`src/rtl/summer_arbiter.sv`:
```
// Round-robin arbiter that lends one external clearable accumulator to NUM_REQ
// requesters for whole bursts and returns each burst sum tagged with its owner.
module summer_arbiter #(
  parameter int NUM_REQ     = 4,
  parameter int NUM_SAMPLES = 2,
  parameter int DATA_SIZE   = 4,
  localparam int SUM_W      = $clog2(NUM_SAMPLES) + DATA_SIZE,
  localparam int ID_W       = (NUM_REQ > 1) ? $clog2(NUM_REQ) : 1
) (
  input  logic                           clk,
  input  logic                           rst,
  input  logic [NUM_REQ-1:0]             req_valid,
  input  logic [NUM_REQ*DATA_SIZE-1:0]   req_data,
  output logic [NUM_REQ-1:0]             req_ready,
  output logic                           acc_clr,
  output logic                           acc_valid,
  output logic [DATA_SIZE-1:0]           acc_data,
  input  logic [SUM_W-1:0]               acc_sum,
  output logic                           res_valid,
  output logic [SUM_W-1:0]               res_data,
  output logic [ID_W-1:0]                res_id,
  input  logic                           res_ready,
  output logic                           busy
);

  localparam int CNT_W = $clog2(NUM_SAMPLES) + 1;
  localparam logic [CNT_W-1:0] LAST_CNT = CNT_W'(NUM_SAMPLES - 1);

  typedef enum logic [2:0] {IDLE, CLEAR, STREAM, DRAIN, OUT} state_t;

  state_t           state, state_nxt;
  logic [ID_W-1:0]  grant, last_grant, pick, pick_idx;
  logic             found;
  logic             xfer;
  logic [CNT_W-1:0] count;

  // Search starts just past the previous owner so every requester gets a turn.
  always_comb begin
    found    = 1'b0;
    pick     = last_grant;
    pick_idx = last_grant;
    for (int k = 1; k <= NUM_REQ; k++) begin
      pick_idx = ID_W'((int'(last_grant) + k) % NUM_REQ);
      if (!found && req_valid[pick_idx]) begin
        found = 1'b1;
        pick  = pick_idx;
      end
    end
  end

  always_comb begin
    state_nxt = state;
    acc_clr   = 1'b0;
    acc_valid = 1'b0;
    acc_data  = '0;
    req_ready = '0;
    res_valid = 1'b0;
    xfer      = 1'b0;
    busy      = (state != IDLE);
    case (state)
      IDLE: begin
        if (found) state_nxt = CLEAR;
      end
      CLEAR: begin
        acc_clr   = 1'b1;
        state_nxt = STREAM;
      end
      STREAM: begin
        req_ready[grant] = 1'b1;
        if (req_valid[grant]) begin
          xfer      = 1'b1;
          acc_valid = 1'b1;
          acc_data  = req_data[int'(grant)*DATA_SIZE +: DATA_SIZE];
          if (count == LAST_CNT) state_nxt = DRAIN;
        end
      end
      // Accumulator registers the last sample here, so its sum is final now.
      DRAIN: begin
        state_nxt = OUT;
      end
      OUT: begin
        res_valid = 1'b1;
        if (res_ready) state_nxt = IDLE;
      end
      default: state_nxt = IDLE;
    endcase
  end

  always_ff @(posedge clk or negedge rst) begin
    if (!rst) begin
      state      <= IDLE;
      count      <= '0;
      grant      <= '0;
      last_grant <= ID_W'(NUM_REQ - 1);
      res_data   <= '0;
      res_id     <= '0;
    end else begin
      state <= state_nxt;
      case (state)
        IDLE:   if (found) grant <= pick;
        CLEAR:  count <= '0;
        STREAM: if (xfer) count <= count + CNT_W'(1);
        DRAIN: begin
          res_data <= acc_sum;
          res_id   <= grant;
        end
        OUT:    if (res_ready) last_grant <= grant;
        default: ;
      endcase
    end
  end

endmodule

```
`config.mk`:
```
export PLATFORM = sky130hd
export DESIGN_NAME = summer_arbiter
export DESIGN_NICKNAME = d
export VERILOG_FILES = /design/src/rtl/summer_arbiter.sv
export SDC_FILE = /design/constraint.sdc
export NUM_CORES = 1
export LEC_CHECK = 0
export ABC_AREA = 1
export BUFFER_PORTS_ARGS = -buffer_cell sky130_fd_sc_hd__buf_2
export CORE_MARGIN = 2
export CORE_UTILIZATION = 30
export DETAILED_ROUTE_END_ITERATION = 8
export PLACE_DENSITY = 0.62
export RECOVER_POWER = 25
export SLEW_MARGIN = 0
export SYNTH_ARGS = -nofsm -noshare
export SYNTH_HDL_FRONTEND = slang
export SYNTH_SLANG_ARGS = --single-unit
```
`constraint.sdc`:
```
create_clock -name clk -period 2.95 [get_ports clk]
set_input_delay 0.59 -clock clk [delete_from_list [all_inputs] [get_ports clk]]
set_output_delay 0.59 -clock clk [all_outputs]
set_load 0.01 [all_outputs]
```
Word-level counts from Yosys, hierarchy flattened

Cells that the tools add are included.
W data, S select, Z words.

Flip-flop bits (word level): 16
Bits in latches: 0
Bits in writable memories: 0
Bits in read-only memories: 0
Bits of input ports: 28
Output and inout bits: 19
Word-level logic and storage cells: 76
Memories kept: 0

Add/sub/neg operators: 5
$mul: 0
Divide/modulo/power cells: 0
$lt $le $gt $ge: 6
Equal/unequal tests: 10
Shift operators: 1
Mux-type cells: 34
Bitwise gates (word level): 0
Reductions and logical operators: 14

Operators with widths:

| cell                  | count |
|---|---|
| $shiftx A16 B5 Y4     | 1 |
| $lt A2 B3 Y1 const B  | 5 |
| $pmux W3 S5           | 1 |
| $mux W1               | 14 |
| $mux W3               | 4 |
| $mux W4               | 3 |
| $bmux W1 S2           | 5 |
| $mux W2               | 5 |
| $ne A2 B2 Y1 const B  | 5 |
| $add A2 B1 Y2 const B | 3 |
| $eq A3 B2 Y1 const B  | 2 |
| $reduce_and A2 Y1     | 3 |
| $add A2 B2 Y2 const B | 2 |
| $logic_and A1 B1 Y1   | 4 |
| $pmux W2 S2           | 1 |
| $reduce_and A4 Y1     | 1 |
| $eq A3 B1 Y1 const B  | 1 |
| $eq A3 B3 Y1 const B  | 1 |
| $logic_not A1 Y1      | 3 |
| $logic_not A3 Y1      | 1 |
| $reduce_bool A3 Y1    | 1 |
| $demux W1 S2          | 1 |
| $eq A2 B1 Y1 const B  | 1 |
| $ge A2 B1 Y1 const B  | 1 |
| $reduce_bool A2 Y1    | 1 |

Depth between registers and ports, before layout

Gate-level depths: netlist of the first run.

Depth after elaboration: 15
Depth in mapped cells: 12
Mapped depth without buffers: 12

Worst setup path before layout of the first run

No wires, ideal clock.

Path kind: input to output
Start point: input req_valid[3]
End point: output acc_data[0]
Arrival: 1,167 ps
Required time: 2,360 ps
Path slack: 1,193 ps
Cell stages on the path: 6
Path buffers: 0
Cell sequence: inv_1 nor2_1 a21oi_1 nand3_2 nand2_4 a31oi_1

Cells in the longest elaborated chain, start to end: 4

RTL lines:

| what                          | line | RTL |
|---|---|---|
| start: declaration            | 12   | `input logic [NUM_REQ-1:0] req_valid,` |
| $bmux W1 S2                   | 70   | `if (req_valid[grant]) begin` |
| $mux W1 (not written as such) | 70   |  |
| $mux W4                       | 70   |  |
| $mux W4                       | 60   | `case (state)` |
| end: declaration              | 17   | `output logic [DATA_SIZE-1:0] acc_data,` |

Every way passes these cells. The select of a mux whose other input is x is not followed.

Worst setup path after layout of the first run

Start point: register state[0]
End point: output req_ready[0]

Cells in the longest elaborated chain, start to end: 2

RTL lines:

| what                     | line | RTL |
|---|---|---|
| start: declaration       | 31   | `state_t state, state_nxt;` |
| start signal: assignment | 98   | `state <= state_nxt;` |
| $eq A3 B2 Y1             | 60   |  |
| $mux W4                  | 60   |  |
| end: declaration         | 14   | `output logic [NUM_REQ-1:0] req_ready,` |

Every way passes these cells.

==> reports/metrics.cfg, run 1 <==
[clock_network]
holdBufCountCts = 0
cts_tree = yes
clk_pin_slew_ps = 100
cts_buffers = 3
htree_levels = 1
post_cts_resized = 0
cts_setup_buffers = 0
cts_root_buffer = clkbuf_4
clk_path_buf_depth = 2
cts.sinks = 16
clk_latency_ps = 290

[detailed_routing]
post_drt_wl_per_cell_um = 10.39
ant_nets = 0
drcViolationCount = 0
dr.first_iter.drc_count = 34
avgViaCountPerCell = 4.534
drtPass1Iterations = 4
wl_mm = 2.567
vias = 1120

[worst_setup_path]
rr_endpoint = grant[0]$_DFFE_PN0P_
worstPathMaxFanout = 6
critPathKind = flop to output pin
setup.worst_path.start_class = flop
cp.arrival_ps = 1700
critPathCaptureType = output pin
r2r_cells = 11
regToRegStartpoint = last_grant[0]$_DFFE_PN1P_
rrSetupSlack_ps = 1330
cp.required_ps = 2360

[timing]
worst_pin_slew_ps = 841.4
fin_tns_setup_ps = 0
fmax_ghz = 0.4373
relSlewSlack_pct = 43.90
setup_slack_ps = 663.0
holdWs_ps = 372.7
finalHoldViolations = 0
rsz0062_at_grt = false
fin_crit_sh_pct = 77.52
slew_viol_final = 0
min_period_ps = 2287
setup_viol = 0
skew_ps = 3.097

[place]
gp_congestion = 0.7743
place.port_buffers = 46
place_ws_ps = 967.7
dp_hpwl_mm = 2.043
placed_area_um2 = 1370

[logic_synthesis]
avgSynthCellArea_um2 = 7.172
synth_seq_cells = 16
syn_inst = 153
synth_adder_area_share_pct = 1.140
synth_area_um2 = 1097
synth.area.mux_share_pct = 5.131
synth_compound_area_share_pct = 10.15
synthSimpleGateAreaFrac_pct = 38.31
syn-num-nets = 182
yosys_warnings = 0
synth_top_family_by_area = simple AND/OR/NAND/NOR gates
synthXorXnorAreaFrac_pct = 0
ys_types = 25
ys_seq_area_share_pct = 36.72

[pwr]
leakagePower_nw = 0.7824
switching_power_mw = 0.7145
powerDensity_nw_per_um2 = 1039
power_frac_comb_pct = 59.5
p_clk_share_pct = 10.0
p_seq_share_pct = 30.5
max-vdd-ir-drop_v = 0.0004303
switching_share_pct = 48.93
p_int_mw = 0.7459

[finish]
regArea_um2 = 402.9
n_fill_cell = 380
design_area_um2 = 1405
multi_input_area_um2 = 600.6
fin_util_pct = 41.14
insertedDiodeCount = 0
syn2layout_area_growth_pct = 28.05
nets = 231
drive_above_1_share_pct = 36.82

[floorplanning]
start_util_pct = 32.12
fp-row-count = 21
fp.dieW_um = 64.48
die_area_um2 = 4158
coreArea_um2 = 3416
ios = 47
die_y_um = 64.48

[grt]
first_global_vias = 970
grt_start_max_net_pins = 17
antenna_found_initial = 0
grt_usage_pct = 13.43
gr-total-overflow = 0
grt_pass1_wl_mm = 4.395

[flow_run]
maxCapViolations = 0

[hold_path]
hp-class = primary input to async pin

[status]
status = completed

kinds of logic (layout without fill, tap and decap cells):
group / Yosys count / in the layout
fa+ha+maj: 1 / 1
buf+inv: 23 / 71
compound gates: 18 / 18
mux: 5 / 5
simple gates: 90 / 90
flops: 16 / 16
per-layer routing:
metal | routed length (um) | vias up | GRT usage, %
met5 | 0 | - | 0
met4 | 21 | 0 | 3.191
met3 | 137 | 2 | 3.472
met2 | 1241 | 34 | 21.35
met1 | 1167 | 493 | 18.28
li1 | - | 591 | -
area by class of cell:
type,instances,share of cell area [%]
Tap cell,46,4.096
Sequential cell,16,28.67
Clock buffer,4,2.582
Multi-Input combinational cell,114,42.74
Timing Repair Buffer,46,16.30
Inverter,21,5.610
critical path, cell delays in order (launching register included):
cell and delay, ps:
dfrtp_1 420, nor2_1 100, inv_1 70, nor2_1 300, inv_1 180, nor3_1 180, buf_2 160
placed cells by master, fill, tap and decap left out, types with 4 or more instances in the layout:
cell and n:
buf_2 45, nand2_1 55, nor3_1 4, dfrtp_1 14
inv_2 5, nand3_1 8, nand2_2 5, inv_1 16
o21ai_0 6, mux2_2 5, nor2_1 9
power groups by stage:
stage	Clock (mW)	Sequential (mW)	Combinational, mW
final	0.146	0.446	0.869
after global routing	0.161	0.464	0.993
after global placement	0	0.448	0.882
after CTS	0.151	0.445	0.884
after detailed placement	0	0.449	0.881
after floorplan	0	0.426	0.672
Yosys cell counts:
cell        n  area [um2]
a221oi_1    1       8.760
nor2_4      2       22.52
inv_2       5       18.77
o211ai_1    1       7.510
o21ai_0     6       30.03
ha_1        1       12.51
dfstp_2     2       52.55
nor3_1      4       20.02
a31oi_1     3       18.77
nand3_1     8       40.04
o2111ai_1   1       8.760
nand2_2     5       31.28
a22oi_1     3       22.52
nand3_2     2       20.02
buf_4       2       15.01
o21ai_1     2       10.01
nand2_1    55       206.5
mux2_2      5       56.30
nor2_2      1       6.260
nor2_1      9       33.78
a21oi_1     1       5.000
inv_1      16       60.06
dfrtp_1    14       350.3
nand2_4     3       33.78
nand4_1     1       6.260
registers in the layout (all words and copies together) (netlist names):
signal	cells
count	2
grant	2
last_grant	2
res_data	5
res_id	2
state	3
through the flow:
stage                     power, mW  std cells
after floorplan               1.098        153
after global placement        1.330        243
after detailed placement      1.331        243
after CTS                     1.480        247
after global routing          1.618        247
final                         1.460        247
worst max-delay path by stage:
stage / start / endpoint / slack, ps / cells after the start
3_5_place_dp: state[0]$_DFFE_PN0P_ / req_ready[0] / 970 / 6
5_1_grt: grant[0]$_DFFE_PN0P_ / acc_data[2] / 510 / 7
4_1_cts: state[0]$_DFFE_PN0P_ / req_ready[0] / 630 / 6
6_report: state[0]$_DFFE_PN0P_ / req_ready[0] / 660 / 6
3_3_place_gp: req_valid[3] / acc_data[1] / 970 / 8
2_1_floorplan: req_valid[3] / acc_data[0] / 1190 / 6
(Power assumes the default switching activity.)
==> run 2, diff against run 1 <==
==> constraint.sdc (replaced) <==
create_clock -name clk -period 2.3 [get_ports clk]
set_input_delay 0.46 -clock clk [delete_from_list [all_inputs] [get_ports clk]]
set_output_delay 0.46 -clock clk [all_outputs]
set_load 0.01 [all_outputs]
==> reports/metrics.cfg, run 2 (synthesis results as in run 1) <==
[place]
gp_congestion = 0.7441
dp_cells = 243
dp_hpwl_mm = 2.032
place.port_buffers = 46

[floorplanning]
coreArea_um2 = 3416
ios = 47
start_util_pct = 32.12
die_area_um2 = 4158
fp-row-count = 21
fp.dieW_um = 64.48
die_y_um = 64.48

[detailed_routing]
post_drt_wl_per_cell_um = 9.907
m1WireLength_mm = 1.064
avgViaCountPerCell = 4.551
dr_wl_met3_um = 132
ant_nets = 0
drcViolationCount = 0
dr.first_iter.drc_count = 26
highest_layer = met4
vias = 1124
drtPass1Iterations = 4
wl_mm = 2.447
wl_met2_mm = 1.228

[clock_network]
holdBufCountCts = 0
clk_path_buf_depth = 2
clk_pin_slew_ps = 90
cts.sinks = 16
cts_setup_buffers = 0
cts_buffers = 3
htree_levels = 1
post_cts_resized = 0
cts_root_buffer = clkbuf_4
cts_tree = yes
clk_latency_ps = 280

[worst_setup_path]
critPathKind = flop to output pin
cp.arrival_ps = 1640
cp.required_ps = 1840
critPathCaptureType = output pin
setup.worst_path.start = grant[1]$_DFFE_PN0P_
setup.worst_path.start_class = flop
worstPathMaxFanout = 8
r2r_cells = 11
regToRegStartpoint = last_grant[0]$_DFFE_PN1P_
rr_endpoint = grant[0]$_DFFE_PN0P_
rrSetupSlack_ps = 680

[timing]
rsz0062_at_grt = false
worst_pin_slew_ps = 818.7
finalHoldViolations = 0
fin_tns_setup_ps = 0
slew_viol_final = 0
fmax_ghz = 0.4757
setup_viol = 0
skew_ps = 3.407
holdWs_ps = 238.7
relSlewSlack_pct = 45.42
min_period_ps = 2102
fin_crit_sh_pct = 91.40

[finish]
insertedDiodeCount = 0
nets = 231
top_regs = res_data: 5 flops, state: 3 flops
drive_above_1_share_pct = 36.32
largest_reg_flops = 5
top_register = res_data
final_common_cell = nand2_1
final_cells = 247
syn2layout_area_growth_pct = 27.14
final_cell_mix = 55 x nand2_1, 45 x buf_2, 16 x inv_1, 14 x dfrtp_1, 9 x nor2_1

[pwr]
powerDensity_nw_per_um2 = 1308
max-vdd-ir-drop_v = 0.0004917
leakagePower_nw = 0.7764

[grt]
grt_pass1_wl_mm = 4.160
grt_usage_pct = 12.76
antenna_found_initial = 0
gr-total-overflow = 0
grt_start_max_net_pins = 17
first_global_vias = 1029

[hold_path]
hp-class = primary input to async pin

[status]
status = completed

[flow_run]
maxCapViolations = 0

[run 2: layer usage]
layer	GRT usage [%]	vias to the layer above
met1	14.02	495
met3	3.299	2
met2	23.83	36
met5	0	-
li1	-	591
met4	3.989	0
[run 2: worst max-delay path by stage]
stage	endpoint	slack [ps]
after floorplan	req_ready[0]	680
after global placement	acc_data[2]	490
after detailed placement	acc_data[2]	500
after CTS	acc_data[2]	170
after global routing	acc_data[0]	30
final	acc_data[0]	200
[run 2: metrics by stage]
| step | area [um2] | setup WS, ps | power, mW | util, % |
|---|---|---|---|---|
| after floorplan | 1097 | 677.9 | 1.408 | - |
| after global placement | 1370 | 489.4 | 1.691 | 40.11 |
| after detailed placement | 1370 | 501.7 | 1.695 | 40.11 |
| after CTS | 1396 | 170.1 | 1.854 | 40.88 |
| after global routing | 1395 | 31.55 | 2.029 | 40.84 |
| final | 1395 | 197.7 | 1.825 | 40.84 |
[run 2: critical path: stages (launching register included)]
cell	delay, ps
dfrtp_1	450
inv_2	140
nand2_1	90
inv_2	120
nand2_1	70
nand3_2	100
nand2_4	80
a31oi_1	150
buf_2	150
[run 2: power by group]
group / internal [mW] / switching, mW
Clock: 0.0673 / 0.0832
Combinational: 0.430 / 0.676
Sequential: 0.431 / 0.137
[run 2: area by class of cell]
class | instances | area (um2)
Timing Repair Buffer | 46 | 229.0
Inverter | 21 | 78.83
Tap cell | 46 | 57.56
Multi-Input combinational cell | 114 | 600.6
Clock buffer | 4 | 26.28
Sequential cell | 16 | 402.9
Fill cell | 375 | 2021
==> run 3, diff against run 2 <==
--- a/config.mk
+++ b/config.mk
@@ -5,12 +5,11 @@
 export SDC_FILE = /design/constraint.sdc
 export NUM_CORES = 1
 export LEC_CHECK = 0
-export ABC_AREA = 1
-export BUFFER_PORTS_ARGS = -buffer_cell sky130_fd_sc_hd__buf_2
+export BUFFER_PORTS_ARGS = -buffer_cell sky130_fd_sc_hd__buf_4
 export CORE_MARGIN = 2
 export CORE_UTILIZATION = 30
 export DETAILED_ROUTE_END_ITERATION = 8
-export PLACE_DENSITY = 0.62
+export PLACE_DENSITY = 0.63
 export RECOVER_POWER = 25
 export SLEW_MARGIN = 0
 export SYNTH_ARGS = -nofsm -noshare
==> reports/metrics.cfg, run 3 <==
[logic_synthesis]
synth_area_um2 = 962.2
yosys_warnings = 0
ys.flop_type = dfrtp_1
synth-edff-count = 0
synth_common_cells = 14 x dfrtp_1, 8 x inv_1, 7 x mux2_2
synth_largest_area_cell = dfrtp_1
synth_area_leaders = dfrtp_1 36%, mux4_2 9.4%, mux2_2 8.2%
synth_top_area_share_pct = 36.41
syn-num-nets = 117
ys_seq_area_share_pct = 41.87
syn_inst = 88
async_reset_ff_share_pct = 100.0
ys_types = 32
yosys.cell_count.top_type = dfrtp_1
synth_seq_cells = 16
avgSynthCellArea_um2 = 10.93

[place]
dp_hpwl_mm = 1.904
placed_area_um2 = 1324
gp_congestion = 0.8376
place_ws_ps = 188.2
dp_cells = 173
place.port_buffers = 46

[worst_setup_path]
setup.worst_path.start = state[2]$_DFFE_PN0P_
critPathKind = flop to output pin
setup.worst_path.start_class = flop
worstPathMaxFanout = 7
cp.required_ps = 1840
cp.arrival_ps = 1760
critPathCaptureType = output pin
regToRegStartpoint = state[2]$_DFFE_PN0P_

[finish]
fin_util_pct = 47.58
final_common_cell = buf_4
top_register = res_data
drive_above_1_share_pct = 57.34
top_regs = res_data: 5 flops, state: 3 flops
insertedDiodeCount = 0
nets = 173
final_cell_mix = 55 x buf_4, 9 x dfrtp_1, 8 x inv_1, 7 x mux2_2, 6 x nor2_1
syn2layout_area_growth_pct = 50.97
largest_reg_flops = 5
final_cells = 187
design_area_um2 = 1453

[detailed_routing]
avgViaCountPerCell = 4.556
post_drt_wl_per_cell_um = 13.02
dr.first_iter.drc_count = 8
drtPass1Iterations = 4
wl_mm = 2.435
vias = 852
ant_nets = 0
drcViolationCount = 0

[timing]
skew_ps = 3.101
fmax_ghz = 0.4506
relSlewSlack_pct = 45.77
slew_viol_final = 0
finalHoldViolations = 0
setup_slack_ps = 80.62
min_period_ps = 2219
worst_pin_slew_ps = 813.5
setup_viol = 0
holdWs_ps = 240.2
fin_tns_setup_ps = 0
fin_crit_sh_pct = 96.49

[clock_network]
holdBufCountCts = 0
clk_pin_slew_ps = 90
cts_buffers = 3
cts_root_buffer = clkbuf_4
clk_latency_ps = 280
clk_path_buf_depth = 2
cts.sinks = 16
cts_tree = yes
htree_levels = 1

[grt]
grt_pass1_wl_mm = 3.670
first_global_vias = 816
gr-total-overflow = 0
antenna_found_initial = 0
grt_usage_pct = 13.63
grt_start_max_net_pins = 17

[floorplanning]
coreArea_um2 = 3053
start_util_pct = 31.52
fp-row-count = 20
die_y_um = 60.63
fp.dieW_um = 60.63
die_area_um2 = 3676
ios = 47

[flow_run]
maxCapViolations = 0

[pwr]
powerDensity_nw_per_um2 = 1220
leakagePower_nw = 0.7176
max-vdd-ir-drop_v = 0.0003901
finalPower_mw = 1.772

[hold_path]
hp-class = primary input to async pin

[status]
status = completed

## run 3: changes by cell type in the layout (fill, tap and decap cells not counted), moves of 8 or more
cell,previous run,this run
inv_1,16,8
nand2_1,55,5
buf_2,45,0
buf_4,0,55
nand3_1,8,0
## run 3: what timing repair did
action | in CTS | in global routing
resized for setup | 6 | 3
pin swaps | 0 | 1
setup buffers | 2 | 8
endpoints found under the setup margin | 5 | 5
## run 3: cell type report
type | instances | area, um2
fillers | 307 | 1600
multi-input cells | 59 | 505.5
repair buffers | 56 | 416.7
flip-flops and latches | 16 | 409.1
well taps | 44 | 55.05
clock buffers | 4 | 36.28
inverters | 8 | 30.03
## run 3: worst paths after layout
check                                        to  slack, ps  depth (start not counted)
max in group asynchronous  grant[1]$_DFFE_PN0P_       1500                          1
min reg2reg                count[0]$_DFFE_PN0P_        500                          1
max                                 acc_data[1]         80                          4
min                        count[0]$_DFFE_PN0P_        240                          1
min in group clk           state[2]$_DFFE_PN0P_        370                          2
max reg2reg                state[0]$_DFFE_PN0P_        640                          4
## run 3: routing by layer
| metal | vias to the layer above | track usage (%) | routed length, um |
|---|---|---|---|
| li1 | 419 | - | - |
| met1 | 393 | 16.33 | 1005 |
| met2 | 36 | 23.04 | 1213 |
| met3 | 4 | 1.493 | 174 |
| met4 | 0 | 9.006 | 42 |
| met5 | - | 0 | 0 |
## run 3: power by group
group	internal, mW	switching (mW)	leakage [nW]
combinational	0.598	0.412	0.511
clock	0.0962	0.0803	0.0210
sequential	0.442	0.144	0.185
total	1.14	0.637	0.718
## run 3: kinds of logic (layout without fill, tap and decap cells)
group	count (synthesis)	count (layout)	synth area share (%)
AO/OA/AOI/OAI	12	12	8.193
XOR/XNOR	1	1	0.9104
adder cells (fa/ha/maj)	1	1	1.300
buffers and inverters	13	68	7.152
flip-flops	16	16	41.87
multiplexers	16	16	22.76
AND/OR/NAND/NOR	29	29	17.82
## run 3: critical path, cell delays in order, from the launching register on
cell	delay [ps]
dfrtp_2	440
or4b_4	530
o22a_4	270
nor2b_1	110
buf_4	120
